<file path="config.mk">
export PLATFORM = sky130hd
export DESIGN_NAME = t05_hdecoder
export DESIGN_NICKNAME = d
export VERILOG_FILES = /design/src/rtl/t05_hdecoder.sv
export SDC_FILE = /design/constraint.sdc
export NUM_CORES = 1
export LEC_CHECK = 0
export ABC_AREA = 1
export CORE_UTILIZATION = 41
export DETAILED_ROUTE_END_ITERATION = 8
export PLACE_DENSITY = 0.9
export RECOVER_POWER = 50
export SYNTH_ARGS = -nofsm -noshare
export SYNTH_HDL_FRONTEND = slang
export SYNTH_SLANG_ARGS = --single-unit
</file>
<file path="constraint.sdc">
create_clock -name clk -period 1.7 [get_ports clk]
set_input_delay 0.34 -clock clk [delete_from_list [all_inputs] [get_ports clk]]
set_output_delay 0.34 -clock clk [all_outputs]
set_load 0.03 [all_outputs]
</file>
<file path="src/rtl/t05_hdecoder.sv">
// Huffman tree walker: fetches node records from SRAM, steers left/right per
// compressed bit and emits one character per leaf reached.
module t05_hdecoder (
  input  logic        clk,
  input  logic        nrst,
  input  logic [3:0]  en,
  input  logic [6:0]  root_idx,
  input  logic        bit_in,
  input  logic        bit_valid,
  input  logic        bit_last,
  output logic        bit_ready,
  output logic        rd_req,
  output logic [6:0]  rd_addr,
  input  logic [70:0] rd_data,
  input  logic        rd_done,
  output logic [7:0]  char_out,
  output logic        char_valid,
  input  logic        char_ready,
  output logic [15:0] char_count,
  output logic [1:0]  err_code,
  output logic [3:0]  op_fin
);

  typedef enum logic [2:0] {
    S_IDLE, S_FETCH, S_WAITBIT, S_EMIT, S_FIN, S_ERR
  } state_e;

  localparam logic [3:0] EN_GO      = 4'b0101;
  localparam logic [8:0] CHILD_NULL = 9'b110000000;

  state_e      state_q, state_d;
  logic [6:0]  cur_idx_q, cur_idx_d;
  logic [6:0]  depth_q, depth_d;
  logic [8:0]  left_q, left_d;
  logic [8:0]  right_q, right_d;
  logic        last_q, last_d;
  logic [7:0]  char_q, char_d;
  logic [15:0] count_q, count_d;
  logic [1:0]  err_q, err_d;
  logic [8:0]  child;

  // The subtree weight field is only meaningful to the tree builder.
  logic unused_sum;
  assign unused_sum = ^rd_data[45:0];

  always_ff @(posedge clk or negedge nrst) begin
    if (!nrst) begin
      state_q   <= S_IDLE;
      cur_idx_q <= '0;
      depth_q   <= '0;
      left_q    <= '0;
      right_q   <= '0;
      last_q    <= 1'b0;
      char_q    <= '0;
      count_q   <= '0;
      err_q     <= '0;
    end else begin
      state_q   <= state_d;
      cur_idx_q <= cur_idx_d;
      depth_q   <= depth_d;
      left_q    <= left_d;
      right_q   <= right_d;
      last_q    <= last_d;
      char_q    <= char_d;
      count_q   <= count_d;
      err_q     <= err_d;
    end
  end

  always_comb begin
    state_d   = state_q;
    cur_idx_d = cur_idx_q;
    depth_d   = depth_q;
    left_d    = left_q;
    right_d   = right_q;
    last_d    = last_q;
    char_d    = char_q;
    count_d   = count_q;
    err_d     = err_q;
    child     = bit_in ? right_q : left_q;

    // Abort wins over any in-flight handshake; counters and error code persist.
    if (state_q != S_IDLE && en != EN_GO) begin
      state_d = S_IDLE;
    end else begin
      unique case (state_q)
        S_IDLE: begin
          if (en == EN_GO) begin
            cur_idx_d = root_idx;
            depth_d   = '0;
            count_d   = '0;
            err_d     = '0;
            state_d   = S_FETCH;
          end
        end
        S_FETCH: begin
          if (rd_done) begin
            left_d  = rd_data[63:55];
            right_d = rd_data[54:46];
            if (rd_data[70:64] != cur_idx_q) begin
              err_d   = 2'b10;
              state_d = S_ERR;
            end else if (depth_q == 7'd127) begin
              err_d   = 2'b11;
              state_d = S_ERR;
            end else begin
              depth_d = depth_q + 7'd1;
              state_d = S_WAITBIT;
            end
          end
        end
        S_WAITBIT: begin
          if (bit_valid) begin
            last_d = bit_last;
            if (child == CHILD_NULL) begin
              err_d   = 2'b01;
              state_d = S_ERR;
            end else if (child[8]) begin
              if (bit_last) begin
                err_d   = 2'b11;
                state_d = S_ERR;
              end else begin
                cur_idx_d = child[6:0];
                state_d   = S_FETCH;
              end
            end else begin
              char_d  = child[7:0];
              state_d = S_EMIT;
            end
          end
        end
        S_EMIT: begin
          if (char_ready) begin
            if (count_q != 16'hFFFF) count_d = count_q + 16'd1;
            if (last_q) begin
              state_d = S_FIN;
            end else begin
              cur_idx_d = root_idx;
              depth_d   = '0;
              state_d   = S_FETCH;
            end
          end
        end
        S_FIN:   state_d = S_FIN;
        S_ERR:   state_d = S_ERR;
        default: state_d = S_IDLE;
      endcase
    end
  end

  assign rd_req     = (state_q == S_FETCH);
  assign rd_addr    = cur_idx_q;
  assign bit_ready  = (state_q == S_WAITBIT);
  assign char_valid = (state_q == S_EMIT);
  assign char_out   = char_q;
  assign char_count = count_q;
  assign err_code   = err_q;

  always_comb begin
    op_fin = 4'b0000;
    if (state_q == S_FIN) op_fin = 4'b0011;
    if (state_q == S_ERR) op_fin = 4'b1000;
  end

endmodule

</file>
==> results.txt <==
- Row cnt: 33
- For this run, the detailed router's first-pass iteration total came to 5.
- Total Nets Final: 691
- Clock skew on the completed layout was measured at 9.979 ps.
* Count of mapped cells out of synthesis: 438
* Core region area: 8258 um2
* Maximum Capacitance Violations: 0
- In the synthesized netlist the async set-or-reset flop fraction comes to 100.0%.
* Cell with the largest stage delay on the worst path: sky130_fd_sc_hd__dfrtp_2
* P_leak: 2.641 nW
* Terminating pin of the worst hold path: char_out[2]$_DFFE_PN0P_
- After detailed routing, the number of remaining DRC violations is 0.
* Critical register-to-register path startpoint: state_q[1]$_DFFE_PN0P_
* Weighted congestion reported at the end of routability-driven placement: 0.9068
* Failing checks: negative setup slack
- The total overflow left after global routing is 0.
* Detailed Route WL: 10,730 um
- VDD sags by at most 764.3 uV.
* Avg Inst Size Synth: 8.024 um2
* Critical path capture point type: primary output
- Number of vias after detailed routing: 3,677
* Result of the run: complete, but fails checks
* Violation count after the first detailed-route iteration: 214
- The worst register-to-register path ends at state_q[0]$_DFFE_PN0P_.
- The count of final hold-check violations is 0.
* Hold Path Class: flop to flop
- The first global-routing pass estimated 15,390 um of wire.
- After layout, the minimum clock period comes to 1707 ps.
- In the final routed layout, each cell accounts on average for 15.13 um.
- Power comes to 5.404 mW.
* Number of storage elements in the synthesis netlist: 62
- In this run, CTS created clock tree buffers numbering 9.
- Leading cell type in the layout, fill and taps excluded: sky130_fd_sc_hd__nand2_1
- The number of global-route vias before repair was 3,458.
* Tightest Pin Transition: 1024 ps
* Number of cells in the design after placement: 651
* Post-route non-filler standard cell count: 709
- Worst relative slew slack: 31.72%
- In the post-route analysis, the smallest setup slack over all paths is -6.600 ps.
- The number of antenna diodes in the final layout is 0.
* Achievable Freq: 586.0 MHz
- In the routed layout, each cell is associated on average with a via count of 5.186.
* Number of I/O pins: 129
- Hold Crit Depth: 2
* Number of warning messages in the yosys log: 0
- Clock insertion delay at the later pin of the skew report: 350 ps
* Worst R2R Setup Slack: 20 ps
- Layout overhead on the synthesized area: 54.65%
* Number of antenna violations at the first check in global routing: 0
- Of the synthesized area, sequential elements account for 44.14%.
- Post-layout util: 65.82%
* Path depth of the worst reg2reg path: 9
- Ordered cell list for the critical path: inv_4 > nand2_4 > nor2_4 > buf_6 > buf_12
- STA classifies the critical path startpoint as a flop.
- The final count of pins violating max slew is 0.
* Setup repair after global routing missed its margin: yes
* Die X: 94.59 um
- Entering global routing, the biggest net connects 47 pins.
* TritonCTS clock tree: done
* HPWL after DPL: 6709 um
* Dominant register cell in the synthesized netlist: sky130_fd_sc_hd__dfrtp_1
- Worst EP required: 1360 ps
* CTS HTree Levels: 3
- Share of final-layout standard cells stronger than drive strength 1: 29.47%
- The floorplan step set the die height to 94.59 um.
* Worst setup path category: flop to primary output
- Clock tree synthesis selected as its root buffer the cell sky130_fd_sc_hd__clkbuf_8.
* Clock input transition at the sequential cells of the worst setup and hold paths: 70 ps
- Min Hold Slack: 500.0 ps
* Initial Utilization: 42.56%
- Total Die Area: 8946 um2
- Hold path start: char_out[2]$_DFFE_PN0P_
* Remaining antenna violation count after routing: 0
- Max incr delay on CP: 480 ps
- The synthesized design contains 0 enable-type register cells.
- STA puts the critical path data arrival time at 1370 ps.
* Area of the mapped netlist: 3515 um2
- Commonest cells after routing, fill and taps aside: sky130_fd_sc_hd__nand2_1 (131), sky130_fd_sc_hd__buf_4 (68), sky130_fd_sc_hd__dfrtp_1 (57)
- Setup violators final: 1
- Total of buffers placed on input and output ports: 81
- Dividing the final minimum period by the clock period gives 100.4%.
- The netlist uses 34 different library cells.
- In the global route stage, overall resource usage came out at 22.40%.
- PwrDens: 994.2 nW/um2
* Clk buf depth: 2
- Number of sinks handled by clock tree synthesis: 62
* Maximum fanout encountered on the critical timing path: 5
* Synth Net Count: 529
==> through the flow <==
| step | setup slack [ps] | area (um2) | setup TNS [ps] |
|---|---|---|---|
| floorplan | 13.22 | 3520 | 0 |
| global placement | -342.0 | 4691 | -11970 |
| detailed placement | -395.6 | 4691 | -14390 |
| CTS | -102.2 | 4976 | -154.0 |
| global route | -71.26 | 5435 | -1118 |
| finish | -6.600 | 5435 | -6.600 |
==> worst max path at each step <==
stage | from | to | slack, ps
2_1_floorplan | char_count[1]$_DFFE_PN0P_ | char_count[10]$_DFFE_PN0P_ | 10
6_report | state_q[1]$_DFFE_PN0P_ | rd_req | -7
3_5_place_dp | bit_in | rd_addr[6]$_DFFE_PN0P_ | -400
3_3_place_gp | bit_in | rd_addr[6]$_DFFE_PN0P_ | -340
5_1_grt | char_count[0]$_DFFE_PN0P_ | char_count[7]$_DFFE_PN0P_ | -70
4_1_cts | state_q[0]$_DFFE_PN0P_ | bit_ready | -100
==> repair_timing <==
action	4_1_cts	5_1_grt
cloned	2	4
setup buffers	10	27
hold buffers	1	0
pin swaps	4	21
setup endpoints to repair	51	45
resized for setup	50	50
endpoints found under the hold margin	16	0
==> per-layer routing <==
layer / part of all wire, % / GRT usage [%] / wire (um)
met5: 0 / 0 / 0
met2: 54 / 40.82 / 5844
met3: 5.7 / 5.958 / 615
met1: 38 / 25.58 / 4128
met4: 1.3 / 6.566 / 138
==> layout make-up <==
cell class,instances,area [um2]
sequential,62,1558
multi-input combinational,323,1914
inverter,42,167.7
tap,105,131.4
clock buffer,10,137.6
fill,606,2823
timing repair buffer,162,1490
clock inverter,5,36.28
==> cells by family (layout without fill, tap and decap cells) <==
group / Yosys count / in the layout / share of synthesized area [%]
multiplexers: 10 / 10 / 3.418
adder cells (fa/ha/maj): 2 / 2 / 0.7119
other: 1 / 1 / 0.1067
flip-flops: 62 / 62 / 44.14
AND/OR/NAND/NOR: 226 / 228 / 29.26
buffers and inverters: 55 / 219 / 7.013
AO/OA/AOI/OAI: 65 / 65 / 11.11
XOR/XNOR: 17 / 17 / 4.236
==> report_power, final <==
group	internal, mW	switching, mW
Combinational	0.991	1.15
Sequential	1.84	0.269
Clock	0.558	0.602
Total	3.39	2.02
==> sequential cells by signal, summed over array words and instances (netlist names) <==
signal,flops
char_count,16
left_q,9
right_q,9
char_out,8
depth_q,7
rd_addr,7
state_q,3
err_code,2
last_q,1
==> Yosys cell counts, types with 4 or more instances <==
cell | n | area share (%)
sky130_fd_sc_hd__nand4_1 | 5 | 0.89
sky130_fd_sc_hd__o21ai_0 | 23 | 3.3
sky130_fd_sc_hd__dfrtp_1 | 62 | 44
sky130_fd_sc_hd__nand2_1 | 137 | 15
sky130_fd_sc_hd__o31ai_1 | 12 | 2.6
sky130_fd_sc_hd__nor2_1 | 38 | 4.1
sky130_fd_sc_hd__inv_2 | 7 | 0.75
sky130_fd_sc_hd__o21ai_2 | 7 | 1.7
sky130_fd_sc_hd__mux2_2 | 8 | 2.6
sky130_fd_sc_hd__a21oi_1 | 15 | 2.1
sky130_fd_sc_hd__buf_4 | 5 | 1.1
sky130_fd_sc_hd__xnor2_1 | 6 | 1.5
sky130_fd_sc_hd__nand2_2 | 8 | 1.4
sky130_fd_sc_hd__buf_2 | 5 | 0.71
sky130_fd_sc_hd__xor2_1 | 11 | 2.7
sky130_fd_sc_hd__nand3_1 | 22 | 3.1
sky130_fd_sc_hd__inv_1 | 35 | 3.7
sky130_fd_sc_hd__nor2_4 | 4 | 1.3
sky130_fd_sc_hd__o21ai_1 | 5 | 0.71
==> worst max-delay path, delay by kind of cell (launching register included) <==
kind                   cells  cell delay (ps)
buffers and inverters      3              350
flip-flops                 1              480
AND/OR/NAND/NOR            2              190
No activity file was read; power rests on OpenSTA's default activity.
